<file path="src/rtl/timer_pkg.sv">
// rtl/timer_pkg.sv - shared encodings and register map for the countdown timer
package timer_pkg;

  typedef enum logic [1:0] {
    ST_IDLE = 2'd0,
    ST_LOAD = 2'd1,
    ST_CNT  = 2'd2,
    ST_INT  = 2'd3
  } state_t;

  localparam logic [1:0] REG_CTRL   = 2'd0;
  localparam logic [1:0] REG_PRESET = 2'd1;
  localparam logic [1:0] REG_COUNT  = 2'd2;
  localparam logic [1:0] REG_RSVD   = 2'd3;

  localparam int CTRL_EN_BIT   = 0;
  localparam int CTRL_MODE_LSB = 1;
  localparam int CTRL_MODE_MSB = 2;
  localparam int CTRL_IM_BIT   = 3;

  localparam logic [1:0] MODE_ONESHOT  = 2'd0;
  localparam logic [1:0] MODE_PERIODIC = 2'd1;

  typedef struct packed {
    logic       im;
    logic [1:0] mode;
    logic       en;
  } ctrl_t;

endpackage

</file>
<file path="src/rtl/timer_counter_if.sv">
// rtl/timer_counter_if.sv - bridge-side register bus plus interrupt line
interface timer_counter_if #(
  parameter int ADDR_W = 2,
  parameter int DATA_W = 32
);
  logic [ADDR_W-1:0] addr;
  logic              we;
  logic [DATA_W-1:0] wdata;
  logic [DATA_W-1:0] rdata;
  logic              irq;

  modport master (output addr, output we, output wdata, input rdata, input irq);
  modport slave  (input addr, input we, input wdata, output rdata, output irq);
endinterface

</file>
<file path="src/rtl/timer_counter.sv">
// rtl/timer_counter.sv - memory-mapped countdown timer driving one CP0 interrupt bit
module timer_counter
  import timer_pkg::*;
#(
  parameter int ADDR_W = 2,
  parameter int DATA_W = 32
) (
  input  logic            clk,
  input  logic            reset,
  timer_counter_if.slave  bus
);

  state_t            r_state;
  state_t            w_state_nxt;
  ctrl_t             r_ctrl;
  logic [DATA_W-1:0] r_preset;
  logic [DATA_W-1:0] r_count;
  logic              r_irq_pending;

  logic [DATA_W-1:0] w_count_nxt;
  logic              w_pend_set;
  logic              w_pend_clr_fsm;
  logic              w_en_clr;
  logic              w_wr_ctrl;
  logic              w_wr_preset;
  ctrl_t             w_ctrl_wr;
  logic [DATA_W-1:0] w_rdata;

  assign w_wr_ctrl   = bus.we && (bus.addr == ADDR_W'(REG_CTRL));
  assign w_wr_preset = bus.we && (bus.addr == ADDR_W'(REG_PRESET));

  assign w_ctrl_wr.im   = bus.wdata[CTRL_IM_BIT];
  assign w_ctrl_wr.mode = bus.wdata[CTRL_MODE_MSB:CTRL_MODE_LSB];
  assign w_ctrl_wr.en   = bus.wdata[CTRL_EN_BIT];

  always_ff @(posedge clk or negedge reset) begin
    if (!reset) begin
      r_state <= ST_IDLE;
    end else begin
      r_state <= w_state_nxt;
    end
  end

  // COUNT stops at zero on expiry, so a PRESET of 0 expires like a PRESET of 1
  always_comb begin
    w_state_nxt    = r_state;
    w_count_nxt    = r_count;
    w_pend_set     = 1'b0;
    w_pend_clr_fsm = 1'b0;
    w_en_clr       = 1'b0;
    case (r_state)
      ST_IDLE: begin
        if (r_ctrl.en) begin
          w_state_nxt = ST_LOAD;
        end
      end
      ST_LOAD: begin
        w_count_nxt = r_preset;
        w_state_nxt = ST_CNT;
      end
      ST_CNT: begin
        if (!r_ctrl.en) begin
          w_state_nxt = ST_IDLE;
        end else if (r_count > DATA_W'(1)) begin
          w_count_nxt = r_count - DATA_W'(1);
        end else begin
          w_count_nxt = '0;
          w_pend_set  = 1'b1;
          w_state_nxt = ST_INT;
        end
      end
      ST_INT: begin
        w_state_nxt = ST_IDLE;
        if (r_ctrl.mode == MODE_PERIODIC) begin
          w_pend_clr_fsm = 1'b1;
        end else begin
          w_en_clr = 1'b1;
        end
      end
      default: begin
        w_state_nxt = ST_IDLE;
      end
    endcase
  end

  // A software CTRL write overrides the one-shot enable clear in the same cycle
  always_ff @(posedge clk or negedge reset) begin
    if (!reset) begin
      r_ctrl        <= '0;
      r_preset      <= '0;
      r_count       <= '0;
      r_irq_pending <= 1'b0;
    end else begin
      r_count <= w_count_nxt;
      if (w_wr_ctrl) begin
        r_ctrl <= w_ctrl_wr;
      end else if (w_en_clr) begin
        r_ctrl.en <= 1'b0;
      end
      if (w_wr_preset) begin
        r_preset <= bus.wdata;
      end
      if (w_pend_set) begin
        r_irq_pending <= 1'b1;
      end else if (w_pend_clr_fsm || w_wr_ctrl || w_wr_preset) begin
        r_irq_pending <= 1'b0;
      end
    end
  end

  always_comb begin
    w_rdata = '0;
    case (bus.addr)
      ADDR_W'(REG_CTRL):   w_rdata = DATA_W'(r_ctrl);
      ADDR_W'(REG_PRESET): w_rdata = r_preset;
      ADDR_W'(REG_COUNT):  w_rdata = r_count;
      ADDR_W'(REG_RSVD):   w_rdata = '0;
      default:             w_rdata = '0;
    endcase
  end

  assign bus.rdata = w_rdata;
  assign bus.irq   = r_ctrl.im & r_irq_pending;

endmodule
</file>
<file path="src/flat_wrapper.sv">
// flat-port wrapper written by rule: the top's interface ports become plain ports
module timer_counter_flat import timer_pkg::*;
#(
  parameter int ADDR_W = 2,
  parameter int DATA_W = 32
)
  (clk, reset, bus_addr, bus_we, bus_wdata, bus_rdata, bus_irq);
  timer_counter_if #(.ADDR_W(ADDR_W), .DATA_W(DATA_W)) bus_i ();
  input  logic clk;
  input  logic reset;
  input wire logic [$bits(bus_i.addr)-1:0] bus_addr;
  input wire logic [$bits(bus_i.we)-1:0] bus_we;
  input wire logic [$bits(bus_i.wdata)-1:0] bus_wdata;
  output wire logic [$bits(bus_i.rdata)-1:0] bus_rdata;
  output wire logic [$bits(bus_i.irq)-1:0] bus_irq;
  assign bus_i.addr = bus_addr;
  assign bus_i.we = bus_we;
  assign bus_i.wdata = bus_wdata;
  assign bus_rdata = bus_i.rdata;
  assign bus_irq = bus_i.irq;
  timer_counter #(.ADDR_W(ADDR_W), .DATA_W(DATA_W)) u_core (.clk(clk), .reset(reset), .bus(bus_i));
endmodule
</file>
<file path="config.mk">
export PLATFORM = sky130hd
export DESIGN_NAME = timer_counter_flat
export DESIGN_NICKNAME = d
export VERILOG_FILES = /design/src/rtl/timer_pkg.sv /design/src/rtl/timer_counter_if.sv /design/src/rtl/timer_counter.sv /design/src/flat_wrapper.sv
export SDC_FILE = /design/constraint.sdc
export NUM_CORES = 1
export LEC_CHECK = 0
export BUFFER_PORTS_ARGS = -buffer_cell sky130_fd_sc_hd__buf_4
export CAP_MARGIN = 20
export CORE_ASPECT_RATIO = 0.75
export CORE_UTILIZATION = 55
export DETAILED_ROUTE_END_ITERATION = 10
export GPL_TIMING_DRIVEN = 0
export PLACE_DENSITY = 0.82
export SKIP_LAST_GASP = 1
export SLEW_MARGIN = 20
export SYNTH_ARGS = -nofsm -noshare
export SYNTH_HDL_FRONTEND = slang
export SYNTH_SLANG_ARGS = --single-unit
</file>
<file path="constraint.sdc">
create_clock -name clk -period 2.85 [get_ports clk]
set_input_delay 0.285 -clock clk [delete_from_list [all_inputs] [get_ports clk]]
set_output_delay 0.285 -clock clk [all_outputs]
set_load 0.01 [all_outputs]
</file>
# Yosys cells after proc, flatten, opt, wreduce, memory -nomap -nowiden
# Index checks and enable logic that the tools add are counted.
[totals] reg_bits=71 out_inout_bits=33
[classes] n_addsub=1 magnitude_cmp=1 n_eq_ne=10 mux=19 bitwise=1 n_reduce_logical=11
[op_table] operator="32-bit one-hot mux with 4 select lines" count=1
[op_table] operator="32-bit 2-to-1 mux" count=2
[op_table] operator="32-bit one-hot mux with 2 select lines" count=1
[op_table] operator="32-bit by 1-bit greater-than comparator with 1-bit output (second input constant)" count=1
[op_table] operator="32-bit by 1-bit subtractor with 32-bit output (second input constant)" count=1
[op_table] operator="1-bit 2-to-1 mux" count=11
[op_table] operator="2-bit equality test (second input constant)" count=4
[op_table] operator="2-bit one-hot mux with 4 select lines" count=1
[op_table] operator="2-bit by 1-bit equality test with 1-bit output (second input constant)" count=3
[op_table] operator="2-bit 2-to-1 mux" count=3
[op_table] operator="2-bit nonzero test" count=3
[op_table] operator="2-bit logical NOT" count=2
[op_table] operator="2-bit by 1-bit != test with 1-bit output (second input constant)" count=2
[op_table] operator="2-bit AND reduction" count=2
[op_table] operator="3-bit != test (second input constant)" count=1
[op_table] operator="1-bit logical AND" count=2
[op_table] operator="1-bit logical OR" count=2
[op_table] operator="1-bit AND" count=1

# Depth between registers and ports, before layout
# Gate-level depths: netlist (run 1).
[logic_depth] word_depth=7 ltp_mapped=9

# Worst setup path after synthesis (run 1)
# Ideal clock, no wire load.
[synth_timing] kind="register to register" startpoint="register u_core.r_count[27]" endpoint="register u_core.r_count[3]" setup_time_ps=126 arrival_time_ps=2354 slack_ps=370 path_stages_with_launch=7 period_less_slack_ps=2480 cell_sequence="dfrtp_1 > or4_4 > or4_4 > o31ai_4 > buf_6 > o21ai_1 > a221o_1"
[synth_via] elab_chain_len=4
[synth_lines] element="start, declared" line="timer_counter.sv:17" text="logic [DATA_W-1:0] r_count;"
[synth_lines] element="start signal, assigned" line="timer_counter.sv:94" text="r_count <= w_count_nxt;"
[synth_lines] element="32-bit by 1-bit greater-than comparator with 1-bit output" line="timer_counter.sv:64" text="end else if (r_count > DATA_W'(1)) begin"
[synth_lines] element="32-bit 2-to-1 mux" line="timer_counter.sv:64"
[synth_lines] element="32-bit 2-to-1 mux" line="timer_counter.sv:62" text="if (!r_ctrl.en) begin"
[synth_lines] element="32-bit one-hot mux with 2 select lines" line="timer_counter.sv:51" text="case (r_state)"
# No other way between the ends. The select of a mux whose other input is x is not followed.
# A chain may end at the register's enable or synchronous reset.

# Final worst setup path (run 1)
# Ends and elaborated chain as after synthesis.

==> flow_summary.json, run 1 <==
{
  "finalWorstSetupSlack_ps": 120,
  "avgViaCountPerCell": 6.59,
  "cp_data_required_time_ps": 3070,
  "met2WireLength_um": 5220,
  "dr.pass1.iters": 6,
  "place_area_um2": 4660,
  "clk_latency_ps": 340,
  "synthesis.nets": 426,
  "io_pins": 70,
  "wl_met1_um": 5350,
  "track_usage_pct": 32.3,
  "cts_tree": "yes",
  "synth_cell_types": 60,
  "synth_area_um2": 4030,
  "grt_max_degree": 72,
  "grt_pass1_vias": 3529,
  "synth-seq-area-share_pct": 44.1,
  "drv_cap": 0,
  "synth.avg_cell_area_um2": 10.4,
  "rows": 26,
  "worst_pin_slew_ps": 916,
  "async_flop_share_pct": 100,
  "grt_pass1_wl_um": 18900,
  "path_clk_slew_ps": 80,
  "crit_path_top_delay_cell": "or4_4",
  "cts_buffer_depth": 2,
  "finalNetCount": 507,
  "max-vdd-ir-drop_uv": 362,
  "clock-sinks": 71,
  "seqPwrFrac_pct": 38.8,
  "antenna_cells": 0,
  "place.gp.congestion": 0.961,
  "place_hpwl_um": 8290,
  "cts_root_buffer": "clkbuf_8",
  "die_h_um": 76.1,
  "ys_warn_count": 0,
  "io_buffers": 68,
  "crit_path_start_kind": "register",
  "hold_violations": 0,
  "p_switching_uw": 1860,
  "wl_met3_um": 1120,
  "core_um2": 6960,
  "wl_um": 11800,
  "wl_per_cell_um": 20.8,
  "fin_skew_ps": 8.67,
  "postLayoutCoreUtil_pct": 69.6,
  "reg2reg_slack_ps": 120,
  "gr-total-overflow": 0,
  "pwr-share-comb_pct": 45.4,
  "start_util_pct": 57.9,
  "worstPathArrival_ps": 2950,
  "finalInstanceArea_um2": 4850,
  "synthCells": 387,
  "path_class": "reg -> reg",
  "p_sw_share_pct": 41.9,
  "dp_slack_ps": -123,
  "rsz0062_at_grt": "false",
  "drive_above_1_share_pct": 31.6,
  "cp-end-kind": "register",
  "leakage_uw": 0.00208,
  "ant_nets": 0,
  "die_area_um2": 7670,
  "run_status": "completed",
  "crit_chain": "or4_4 > or4_4 > o31ai_4 > buf_4 > buf_6 > o21ai_1 > a221o_1",
  "synth_top_flop_cell": "dfrtp_1",
  "min_path_type": "in -> async",
  "ys_seq_elements": 71,
  "max_freq_mhz": 366,
  "synth-edff-count": 0,
  "dr.first_iter.drc_count": 321,
  "top_layer": "met4",
  "worst_slew_margin_rel_pct": 39.0,
  "max_stage_delay_ps": 600,
  "fin_crit_ps": 2730,
  "antenna_found_initial": 0,
  "htreeDepth": 3,
  "post-route-period-util_pct": 95.8,
  "rr_worst_depth": 7,
  "cp_common_cell": "or4_4",
  "r2r_start": "u_core.r_count[27]$_DFFE_PN0P_",
  "die_w_um": 101,
  "r2r_end": "u_core.r_count[3]$_DFFE_PN0P_",
  "num_vias": 3755,
  "p_per_area_nw_per_um2": 916,
  "setup_viol": 0,
  "path_max_fanout": 10,
  "drcViolationCount": 0,
  "drv_slew": 0,
  "area_growth_pct": 20.3,
  "cts_buffers": 9,
  "cts-hold-fix-buffers": 0,
  "power.internal_uw": 2580,
  "power_frac_clock_pct": 15.8
}
registers in the layout, indices dropped and copies added, names as in the netlist:
register              flops
u_core.r_irq_pending      1
u_core.r_state            2
u_core.r_ctrl             4
u_core.r_preset          32
u_core.r_count           32
worst max-delay path: cells and delay by family (launching register included):
kind            cells  cell delay, ps
compound gates      3             670
buf+inv             2             320
flops               1             430
simple gates        2            1170
timing repair:
action / CTS / global route
pin swaps: 0 / 1
setup buffers: 0 / 2
setup endpoints to repair: 15 / 10
resized for setup: 3 / 0
cell families (layout without fill, tap and decap cells):
kind of cell,count (synthesis),after routing,share of synthesized area (%)
buf+inv,35,120,4.53
simple gates,125,125,17.6
flops,71,71,44.1
compound gates,115,115,22.4
fa+ha+maj,2,2,0.621
mux,39,39,10.8
metal layers:
metal	up-vias	GRT usage (%)
li1	1680	-
met1	1838	48.3
met2	220	46.6
met5	-	0
met4	0	10.1
met3	17	7.06
metrics by stage:
step	power [uW]	instances	hold WS, ps	setup TNS, ps
finish	4440	570	50.8	0
global route	4700	570	142	0
CTS	4380	568	112	0
detailed placement	3660	553	468	-652
global placement	3600	553	464	-114
floorplan	2990	387	-10.6	0
layout by cell type, fill, tap and decap left out, types with 3 or more instances in the layout:
cell and n:
buf_4 72, dfrtp_1 71, mux2_2 35, a22o_1 28, nor2_1 21, clkbuf_1 19
nand2_1 17, o21ai_0 15, nor4_1 14, a221o_1 14, clkbuf_8 12, nand3_1 12
a22oi_1 10, o21ai_1 9, nor3_1 8, and2_1 7, or4_1 7, or3_1 6
o311ai_0 6, buf_2 5, or2_2 5, nand2b_1 5, o211ai_1 5, inv_1 4
nor2b_1 4, mux2i_1 4, a21oi_1 4, or3_2 3, a21o_1 3, buf_1 3
o31ai_1 3
how the worst max path moves through the flow:
stage / from / end / slack, ps / cells after the start
after global routing: u_core.r_count[27]$_DFFE_PN0P_ / u_core.r_count[3]$_DFFE_PN0P_ / 70 / 7
after detailed placement: u_core.r_count[3]$_DFFE_PN0P_ / u_core.r_count[23]$_DFFE_PN0P_ / -120 / 6
after floorplan: u_core.r_count[27]$_DFFE_PN0P_ / u_core.r_count[3]$_DFFE_PN0P_ / 370 / 6
after global placement: u_core.r_count[3]$_DFFE_PN0P_ / u_core.r_count[23]$_DFFE_PN0P_ / -60 / 6
after CTS: u_core.r_count[19]$_DFFE_PN0P_ / u_core.r_count[3]$_DFFE_PN0P_ / 90 / 7
final: u_core.r_count[27]$_DFFE_PN0P_ / u_core.r_count[3]$_DFFE_PN0P_ / 120 / 7
power groups by stage:
stage	logic, uW	clock network (uW)	registers (uW)
6_report	2020	703	1720
3_5_place_dp	1950	0	1710
4_1_cts	1970	707	1700
2_1_floorplan	1390	0	1600
3_3_place_gp	1910	0	1690
5_1_grt	2190	744	1760
cells in the mapped netlist, types with 2 or more instances:
library cell	count	area [um2]
o211ai_1	5	37.5
clkbuf_1	15	56.3
inv_1	4	15.0
o21a_1	2	15.0
buf_2	5	25.0
o311ai_0	6	52.6
or4_2	2	17.5
dfrtp_1	71	1780
nand2b_1	5	31.3
o31a_1	2	17.5
a21o_1	3	22.5
mux2_2	35	394
a221o_1	14	140
nand3_1	12	60.1
nand2_1	17	63.8
clkbuf_2	2	10.0
nor2_1	21	78.8
or4_1	7	52.6
a22o_2	2	20.0
a21oi_1	4	20.0
mux2i_1	4	40.0
clkbuf_8	2	27.5
or3_1	6	37.5
buf_1	3	11.3
or4_4	2	22.5
a22oi_1	10	75.1
or2_2	5	31.3
ha_1	2	25.0
nor4_1	16	100
nor2b_1	4	25.0
nor3_1	8	40.0
and2_1	7	43.8
nand4_1	2	12.5
a22o_1	28	245
o21ai_0	15	75.1
buf_4	2	15.0
o21ai_1	9	45.0
o31ai_1	3	22.5
buf_6	2	22.5
or3_2	3	22.5
final cells by class:
type	instances	area [um2]
fillers	582	2110
flip-flops and latches	71	1780
well taps	98	123
clock inverters	1	5.00
plain buffers	31	168
multi-input cells	281	2080
inverters	4	15.0
repair buffers	70	526
clock buffers	14	153
Power figures use the tool's default switching activity.
==> run 2, diff against run 1 <==
Settings changed: CELL_PAD_IN_SITES_DETAIL_PLACEMENT set to 0, CELL_PAD_IN_SITES_GLOBAL_PLACEMENT set to 2, CORE_UTILIZATION 55 to 36, GPL_TIMING_DRIVEN 0 to unset, PLACE_DENSITY 0.82 to 0.83.
==> run 2 against run 1 <==
Against the previous run:
- utilization fell by 24 points
- first-iteration DRC count shrank 1.9%
- combinational power is 9% lower
- fmax grew 4.5%
- clock skew down 1.7 ps
- clock power increased by 40%
- non-clock buffer count is 14 lower
- final cell count grew 4.7%
- total power grew 3.5%
- critical endpoint is now u_core.r_count[6]$_DFFE_PN0P_
- largest power group unchanged
- highest routed layer unchanged
==> flow_summary.json, run 2 (synthesized netlist as in run 1, its figures left out) <==
{
  "postLayoutCoreUtil_pct": 45.5,
  "start_util_pct": 37.0,
  "antenna_cells": 0,
  "die_w_um": 124,
  "ant_nets": 0,
  "setup_viol": 0,
  "place_hpwl_um": 7740,
  "worst_slew_margin_rel_pct": 37.4,
  "io_pins": 70,
  "crit_chain": "or4_4 > or4_4 > o31ai_4 > buf_12 > o21ai_0 > a221o_1",
  "core_um2": 10900,
  "path_clk_slew_ps": 60,
  "path_max_fanout": 26,
  "p_total_uw": 4600,
  "path_buf_inv": 1,
  "cp_common_cell": "or4_4",
  "crit_path_top_delay_cell": "or4_4",
  "io_buffers": 69,
  "area_growth_pct": 23.1,
  "rows": 33,
  "crit_family": "simple AND/OR/NAND/NOR gates",
  "startpoint": "u_core.r_count[27]$_DFFE_PN0P_",
  "die_h_um": 93.6,
  "run_status": "completed",
  "cts_root_buffer": "clkbuf_16",
  "drv_cap": 0,
  "place_area_um2": 4710,
  "path_class": "reg -> reg",
  "worst_pin_slew_ps": 939,
  "clk_latency_ps": 340,
  "max_freq_mhz": 383,
  "hold_violations": 0,
  "finalNetCount": 493,
  "fin_crit_ps": 2610,
  "fin_cells": 597,
  "cts_resized": 0,
  "final_common_cell": "buf_4",
  "place.gp.congestion": 0.899,
  "place_inst": 583,
  "cts_setup_buffers": 0,
  "cp-end-kind": "register",
  "antenna_found_initial": 0,
  "layout_common_cells": "86 x buf_4, 71 x dfrtp_1, 35 x mux2_2",
  "track_usage_pct": 20.4,
  "finalInstanceArea_um2": 4960,
  "cts_buffer_depth": 2,
  "min_path_type": "in -> async",
  "dr.first_iter.drc_count": 315,
  "wl_um": 11100,
  "drive_above_1_share_pct": 33.9,
  "rr_worst_depth": 6,
  "setup-tns-final_ps": 0,
  "cts-hold-fix-buffers": 0,
  "cts_tree": "yes",
  "cts_buffers": 9,
  "avgViaCountPerCell": 5.92,
  "worstPathArrival_ps": 2830,
  "gr-total-overflow": 0,
  "clock-sinks": 71,
  "max_stage_delay_ps": 600,
  "r2r_start": "u_core.r_count[27]$_DFFE_PN0P_",
  "drv_slew": 0,
  "post-route-period-util_pct": 91.7,
  "crit_path_start_kind": "register",
  "grt_max_degree": 72,
  "htreeDepth": 3,
  "wl_per_cell_um": 18.5,
  "die_area_um2": 11600,
  "dr.pass1.iters": 5,
  "grt_pass1_vias": 3340,
  "r2r_end": "u_core.r_count[6]$_DFFE_PN0P_",
  "grt_pass1_wl_um": 17800,
  "reg2reg_slack_ps": 240,
  "num_vias": 3537,
  "top_regs": "u_core.r_count x32, u_core.r_preset x32, u_core.r_ctrl x4",
  "p_per_area_nw_per_um2": 927,
  "cp_data_required_time_ps": 3070,
  "rsz0062_at_grt": "false",
  "drcViolationCount": 0,
  "fin_skew_ps": 6.96,
  "max-vdd-ir-drop_uv": 356,
  "leakage_uw": 0.00212
}
-- run 2: per-stage QoR --
step / setup WS [ps] / hold WS (ps)
after global placement: 292 / 492
after global routing: 150 / 163
after CTS: 246 / 134
final: 237 / 96.5
after detailed placement: 247 / 494
after floorplan: 370 / -10.6
-- run 2: layer usage --
metal | global-route usage [%] | part of all wire, %
met3 | 5.67 | 6.4
met2 | 28.2 | 42
met1 | 30.1 | 51
met5 | 0 | 0
met4 | 6.35 | 1.2
-- run 2: worst max path at each step --
stage | end | slack (ps) | depth (start not counted)
after floorplan | u_core.r_count[3]$_DFFE_PN0P_ | 370 | 6
after global placement | u_core.r_count[17]$_DFFE_PN0P_ | 290 | 6
after detailed placement | u_core.r_count[26]$_DFFE_PN0P_ | 250 | 5
after CTS | u_core.r_count[6]$_DFFE_PN0P_ | 250 | 6
after global routing | u_core.r_count[6]$_DFFE_PN0P_ | 150 | 6
final | u_core.r_count[6]$_DFFE_PN0P_ | 240 | 6
-- run 2: power by group --
group          internal [uW]  switching (uW)
Clock                    576             405
Combinational            868             966
Sequential              1340             438
-- run 2: final cells by class --
type | count | area (um2)
repair buffers | 87 | 666
inverters | 4 | 15.0
multi-input cells | 281 | 2080
clock inverters | 2 | 10.0
flip-flops and latches | 71 | 1780
well taps | 140 | 175
clock buffers | 12 | 236
fillers | 1079 | 5940
